--- config.mk ---
export PLATFORM = sky130hd
export DESIGN_NAME = peripheral_spram_wb_responder
export DESIGN_NICKNAME = d
export VERILOG_FILES = /design/src/rtl/peripheral_spram_wb_responder.sv
export SDC_FILE = /design/constraint.sdc
export NUM_CORES = 2
export LEC_CHECK = 0
export CAP_MARGIN = 0
export CELL_PAD_IN_SITES_DETAIL_PLACEMENT = 0
export CELL_PAD_IN_SITES_GLOBAL_PLACEMENT = 1
export CORE_AREA = 2 2 306 535
export CTS_CLUSTER_SIZE = 28
export DETAILED_ROUTE_END_ITERATION = 8
export DIE_AREA = 0 0 308 537
export GPL_TIMING_DRIVEN = 0
export PLACE_DENSITY = 0.8
export SLEW_MARGIN = 40
export SYNTH_ARGS = -nofsm -noshare
export SYNTH_HDL_FRONTEND = slang
export SYNTH_SLANG_ARGS = --single-unit
export TNS_END_PERCENT = 20
--- constraint.sdc ---
create_clock -name wb_clk_i -period 2.9 [get_ports wb_clk_i]
set_input_delay 0.29 -clock wb_clk_i [delete_from_list [all_inputs] [get_ports wb_clk_i]]
set_output_delay 0.29 -clock wb_clk_i [all_outputs]
set_load 0.01 [all_outputs]
--- src/rtl/peripheral_spram_wb_responder.sv ---
// Wishbone B3 responder over a byte-lane single-port RAM with error decode.
// Build option PERIPHERAL_WB_BURST_EN adds registered-feedback CTI/BTE burst streaming.
module peripheral_spram_wb_responder #(
  parameter int AW       = 32,
  parameter int DW       = 32,
  parameter int MEM_SIZE = 256
) (
  input  logic            wb_clk_i,
  input  logic            wb_rst_ni,
  input  logic [AW-1:0]   wb_adr_i,
  input  logic [DW-1:0]   wb_dat_i,
  input  logic [DW/8-1:0] wb_sel_i,
  input  logic            wb_we_i,
  input  logic            wb_cyc_i,
  input  logic            wb_stb_i,
  input  logic [2:0]      wb_cti_i,
  input  logic [1:0]      wb_bte_i,
  output logic [DW-1:0]   wb_dat_o,
  output logic            wb_ack_o,
  output logic            wb_err_o
);

  // state   | meaning
  // IDLE    | no beat pending; next cyc&stb is a first beat
  // CLASSIC | single acked beat, commits on this edge if still requested
  // BURST   | streaming beats, ack held while cti stays incrementing
  // ERR     | one-cycle error termination, dat_o forced to zero
  typedef enum logic [1:0] {IDLE, CLASSIC, BURST, ERR} state_t;

  localparam int AB    = $clog2(MEM_SIZE);
  localparam int WORDS = MEM_SIZE / 4;

  state_t          state_q, state_d;
  logic [AW-1:0]   adr_q, adr_d;
  logic            ack_d, err_d;
  logic [DW-1:0]   dat_d;
  logic [DW-1:0]   mem [WORDS];
  logic            req;
  logic            unused_ok;

  function automatic logic oor(input logic [AW-1:0] a);
    return a[AW-1:AB] != '0;
  endfunction

  function automatic logic [AB-3:0] widx(input logic [AW-1:0] a);
    return a[AB-1:2];
  endfunction

  assign req       = wb_cyc_i & wb_stb_i;
  assign unused_ok = ^{wb_adr_i[1:0], wb_cti_i, wb_bte_i, adr_q};

`ifdef PERIPHERAL_WB_BURST_EN
  logic [AW-1:0] nxt;

  // Wrap modes only roll the low word-index bits; upper bits are held.
  function automatic logic [AW-1:0] next_adr(input logic [AW-1:0] a, input logic [1:0] bte);
    logic [AW-1:0] n;
    n = a;
    case (bte)
      2'b00:   n = a + AW'(4);
      2'b01:   n[3:2] = a[3:2] + 2'd1;
      2'b10:   n[4:2] = a[4:2] + 3'd1;
      default: n[5:2] = a[5:2] + 4'd1;
    endcase
    return n;
  endfunction
`endif

  always_comb begin
    state_d = state_q;
    adr_d   = adr_q;
    ack_d   = 1'b0;
    err_d   = 1'b0;
    dat_d   = wb_dat_o;
`ifdef PERIPHERAL_WB_BURST_EN
    nxt     = next_adr(adr_q, wb_bte_i);
`endif
    case (state_q)
      IDLE: begin
        if (req) begin
          if (oor(wb_adr_i)) begin
            state_d = ERR;
            err_d   = 1'b1;
            dat_d   = '0;
          end else begin
            ack_d = 1'b1;
            adr_d = wb_adr_i;
            dat_d = mem[widx(wb_adr_i)];
`ifdef PERIPHERAL_WB_BURST_EN
            state_d = (wb_cti_i == 3'b010) ? BURST : CLASSIC;
`else
            state_d = CLASSIC;
`endif
          end
        end
      end
      CLASSIC: state_d = IDLE;
      ERR: begin
        state_d = IDLE;
        dat_d   = '0;
      end
`ifdef PERIPHERAL_WB_BURST_EN
      BURST: begin
        if (req && wb_cti_i == 3'b010) begin
          if (oor(nxt)) begin
            state_d = ERR;
            err_d   = 1'b1;
            dat_d   = '0;
          end else begin
            ack_d = 1'b1;
            adr_d = nxt;
            dat_d = mem[widx(nxt)];
          end
        end else begin
          state_d = IDLE;
        end
      end
`endif
      default: state_d = IDLE;
    endcase
  end

  always_ff @(posedge wb_clk_i or negedge wb_rst_ni) begin
    if (!wb_rst_ni) begin
      state_q  <= IDLE;
      adr_q    <= '0;
      wb_ack_o <= 1'b0;
      wb_err_o <= 1'b0;
      wb_dat_o <= '0;
    end else begin
      state_q  <= state_d;
      adr_q    <= adr_d;
      wb_ack_o <= ack_d;
      wb_err_o <= err_d;
      wb_dat_o <= dat_d;
    end
  end

  // Storage is not reset; an acked beat commits only while cyc&stb still hold.
  always_ff @(posedge wb_clk_i) begin
    if (req && wb_ack_o && wb_we_i) begin
      for (int b = 0; b < DW/8; b++) begin
        if (wb_sel_i[b]) mem[widx(adr_q)][8*b +: 8] <= wb_dat_i[8*b +: 8];
      end
    end
  end

endmodule

## Word-level counts from Yosys, hierarchy flattened

Memory sizes are Yosys's and may differ from the RTL's.
Cells that the tools add are included.
Widths: inputs -> output; s select.

- Register bits: 44
- RAM bits: 2048
- Output and inout port bits: 34
- Memories: 1

Memory list:

| name | depth | bits a word | rd ports | clocked after memory_dff | write ports | line | source |
|---|---|---|---|---|---|---|---|
| mem | 64 | 32 | 1 | 0 | 1 | 37 | `logic [DW-1:0] mem [WORDS];` |

- Eq/ne operators: 2
- Multiplexer cells: 24
- Bitwise logic cells: 2
- Reduce and logical (&&, ||, !) cells: 7

Operator list:

| cell | number |
|---|---|
| $mux 32 | 2 |
| $pmux 32 s2 | 1 |
| $reduce_bool 24->1 | 1 |
| $mux 1 | 18 |
| $mux 2 | 3 |
| $reduce_and 3->1 | 1 |
| $eq 2x2->1 const B | 1 |
| $logic_and 1x1->1 | 2 |
| $logic_not 2->1 | 1 |
| $ne 2x2->1 const B | 1 |
| $reduce_and 2->1 | 1 |
| $reduce_bool 2->1 | 1 |
| $and 1x1->1 | 1 |
| $not 1->1 | 1 |

## Logic depth before layout (Yosys ltp)

- Depth in word-level cells: 5
- Mapped depth: 9
- Gate-level depth less buffers: 7

## Worst setup path before layout

No wires, ideal clock.

- Path type: input -> register
- Start point: in wb_adr_i[2]
- End point: reg wb_dat_o[18]
- Arrival: 1.944 ns
- Slack: 0.828 ns
- Cell stages on the path: 8
- Path buffers: 3
- Cells stage by stage: buf_6 > buf_2 > buf_2 > mux4_2 > a22oi_1 > nand2_1 > a22oi_1 > nand3_1

- Longest elaborated chain between the ends: 4

RTL lines:

| item | line | source |
|---|---|---|
| start: declaration | 10 | `input logic [AW-1:0] wb_adr_i,` |
| $mem_v2 64x32 | n/a |  |
| $mux 32 | 81 | `if (oor(wb_adr_i)) begin` |
| $mux 32 | 80 | `if (req) begin` |
| $pmux 32 s2 | 78 | `case (state_q)` |
| end signal: assignment | 135 | `wb_dat_o <= dat_d;` |
| end: declaration | 18 | `output logic [DW-1:0] wb_dat_o,` |

No other way between the ends. The select of a mux whose other input is x is not followed.
A chain may end at the register's enable or synchronous reset.

## Final worst setup path

- Start point: in wb_adr_i[3]
- End point: reg wb_dat_o[14]

The elaborated chain is that of the path after synthesis.

==> impl_results.md <==
- Max Clock Freq: 326 MHz
- Vias in the first global route: 40900
- Post-synth cell types: 41
- Worst clock skew: 0.0501 ns
- Nets: 4109
- Die Y: 537 um
- GPL Wtd Cong: 1.01
- Clock Power Share: 39.4%
- Via count of the routed design: 41100
- H-Tree Depth: 4
- TritonCTS buffer count: 174
- Post-Synth XOR/XNOR Area: 0%
- CTS max path bufs: 4
- Global Route Usage Sum: 28.8%
- Ratio of final minimum period to clock period: 106%
- Leakage power: 28.0 nW
- Post-Syn Instances: 3671
- Root Driver: clkbuf_16
- CP Data Required Time: 3.56 ns
- Clock transition at the registers of the reported paths: 0.07 ns
- Slew Viols, Final: 0
- CTS tree: built
- Placed cell count: 5889
- Row count: 195
- Post-DRT Antenna Nets: 0
- Asr flop ratio synth: 2.01%
- Mean post-synth cell area: 21.8 um2
- Compound-Gate Fraction of Synth Area: 2.51%
- Cell-internal power: 47.1 mW
- DR vias/cell: 6.59
- Switch Pwr: 12.5 mW
- Crit. End Element: flop
- Status: finished with violations
- Final wirelength: 236000 um
- Failing checks: negative setup slack
- Post-Syn Area: 80100 um2
- Worst path max stage delay: 0.63 ns
- Setup CP Type: input port to flop
- Area of the core: 161000 um2
- Pre-CTS WS: -1.10 ns
- Min Tclk post-route: 3.06 ns
- Maximum vdd ir drop: 448 uV
- Measured slew at the worst slew-check pin: 0.975 ns
- Crit path launch type: input port
- DRT iter0 DRCs: 5775
- Synth warn: 0
- Combinational group share of total power: 5.1%
- Wire per inst: 37.9 um
- Seq/Total Area, Yosys: 78.1%
- Post-synth EDFFs: 2048
- Share of power burned in registers: 55.5%
- Pwr/cell area: 654 nW/um2
- Post-synthesis register bit count: 2090
- Slowest CP cell: o21ai_2
- Die area: 165000 um2
- Finished Layout Cells: 6237
- First-pass GRT wire length: 323000 um
- Crit path top cell by count: buf_2
- Fin worst setup slack: -0.164 ns
- Worst reg2reg setup slack: -0.10 ns
- Synth Net Count: 3749
- Share of cells above drive strength 1: 30.9%
- Post-Synth Simple-Gate Area: 2.54%
- Skew-Pair Late Insertion Delay: 0.84 ns
- Clk sinks: 2090
- Slew HR: 34.4%
- CP Buf/Inv Count: 3
- Largest net degree at the start of global routing: 65
- Drc violations: 0
- Unrepaired setup endpoints after global routing: true
- Starting Density: 49.7%
- Drt pass-1 iters: 8
- Post-synthesis mux area share: 15.6%
- Sw Share: 21.0%
- Crit-path max FO: 10
- Initial antenna violation count: 27
- Area growth, synth to finish: 13.9%
- Final Cell Area: 91200 um2
- Crit-path cells: buf_2 > buf_2 > buf_1 > mux4_2 > a22oi_1 > a21oi_1 > o21ai_2 > nand3_1
- Synth Flop Type: edfxtp_1
- DP Area: 84900 um2
- Die Width: 308 um
- Class of the worst hold path: input port to asynchronous set/reset pin
- # port buffers: 101
- Synth Area in Adders: 0%
- Final Hold Viols: 0
- Grt ovf: 0
- WP data arrival: 3.72 ns
- Max Cap Viol: 0
- Post-DP HPWL: 168000 um
- Crit-path leading delay family: compound AO/OA/AOI/OAI gates
- Io pins: 112
- Final Setup Violations: 60
- Largest family of logic cells by synthesized area: multiplexers
-- power by group through the flow --
| stage | clock network [mW] | logic, mW | registers (mW) |
|---|---|---|---|
| 6_report | 23.5 | 3.04 | 33.1 |
| 5_1_grt | 24.5 | 3.10 | 33.1 |
| 4_1_cts | 23.5 | 2.99 | 33.1 |
| 3_5_place_dp | 0 | 2.94 | 33.8 |
| 3_3_place_gp | 0 | 2.76 | 33.9 |
| 2_1_floorplan | 0 | 1.34 | 33.8 |
-- metal layers --
metal / up-vias / wire length [um] / GRT usage, % / share of wire [%]
li1: 16100 / - / - / -
met1: 21500 / 72500 / 32.1 / 31
met2: 2773 / 122000 / 49.5 / 51
met3: 705 / 22000 / 5.58 / 9.3
met4: 22 / 20100 / 20.4 / 8.5
met5: - / 145 / 0.494 / 0.061
-- cell families after synthesis --
group                  Yosys count
AO/OA/AOI/OAI                  295
buffers and inverters          222
flip-flops                    2090
multiplexers                   563
AND/OR/NAND/NOR                501
-- layout by cell type, fill, tap and decap left out, types with 9 or more instances in the layout --
cell	n
o21ai_1	9
clkbuf_1	121
nor2_2	240
dfrtp_1	42
buf_2	73
mux4_2	547
o21ai_0	9
buf_12	29
clkbuf_2	35
buf_4	58
clkinv_2	29
buf_6	12
clkbuf_16	178
dlygate4sd3_1	30
clkdlybuf4s50_1	68
edfxtp_1	2048
o21ai_2	12
clkinv_1	30
nor2_1	20
mux2i_1	14
bufinv_16	18
a21oi_1	54
nand2_1	154
a22oi_1	193
nand3_1	34
-- state kept, by name (all words and copies together), names as in the netlist --
| signal | cells |
|---|---|
| adr_q | 6 |
| mem | 2048 |
| state_q | 2 |
| wb_ack_o | 1 |
| wb_dat_o | 32 |
| wb_err_o | 1 |
-- worst reg2reg max path, cell delays in order (launching register included) --
cell,delay [ns]
dfrtp_1,0.33
clkbuf_1,0.38
nor3b_2,0.61
buf_4,0.33
nand2_1,0.30
nor2_2,0.65
-- synth_stat cells, types with 3 or more instances --
cell type  number  share of area, %
nor4_1         11             0.086
and3b_1         3             0.033
o21ai_0        31              0.19
nand3_1        35              0.22
buf_2          62              0.39
nor3b_1         6             0.056
nand2_1       158              0.74
mux4_2        547                15
buf_1          19             0.089
dfrtp_1        42               1.3
mux2i_1        15              0.19
inv_1           3             0.014
a21oi_1        56              0.35
buf_6           8              0.11
a211oi_1        3             0.028
nor3_1          6             0.037
edfxtp_1     2048                77
nor2_1        268               1.3
a22oi_1       193               1.8
buf_4           8             0.075
clkbuf_1      119              0.56
and2_1          3             0.023
-- layout make-up --
cell class,count,area (um2)
fillers,11500,69800
flip-flops and latches,2090,62600
multi-input cells,1359,17400
clock buffers,219,4640
well taps,2068,2590
repair buffers,186,2120
plain buffers,214,1040
clock inverters,88,898
inverters,6,23.8
diodes,7,17.5
-- repair_timing --
action / 4_1_cts / 5_1_grt
hold buffers: 31 / 0
resized for setup: 120 / 41
gates cloned: 0 / 0
hold endpoints to repair: 729 / 0
buffers inserted: 1 / 2
pin swaps: 1 / 1
endpoints found under the setup margin: 1406 / 310
-- path summary, 6_finish.rpt --
check	start	end	cells past startpoint
worst min-delay path	wb_rst_ni	wb_dat_o[29]$_DFFE_PN0P_	3
min in group wb_clk_i	wb_dat_i[26]	mem[10][26]$_DFFE_PP_	1
max in group asynchronous	wb_rst_ni	wb_dat_o[11]$_DFFE_PN0P_	3
worst max register to register	adr_q[2]$_DFFE_PN0P_	mem[33][28]$_DFFE_PP_	5
worst max-delay path	wb_adr_i[3]	wb_dat_o[14]$_DFFE_PN0P_	8
worst min register to register	wb_dat_o[20]$_DFFE_PN0P_	wb_dat_o[20]$_DFFE_PN0P_	2
-- stage by stage --
stage / utilization (%) / TNS [ns] / power [mW] / hold slack, ns
after floorplan: - / 0 / 35.1 / -0.00559
after global placement: 52.0 / -2741.85 / 36.6 / 0.519
after detailed placement: 52.7 / -457.89 / 36.7 / 0.177
after CTS: 56.5 / -10.12 / 59.6 / 0.00275
after global routing: 56.6 / -3.58 / 60.7 / 0.0372
final: 56.7 / -2.22 / 59.7 / 0.00294
No activity file was read; power rests on OpenSTA's default activity.
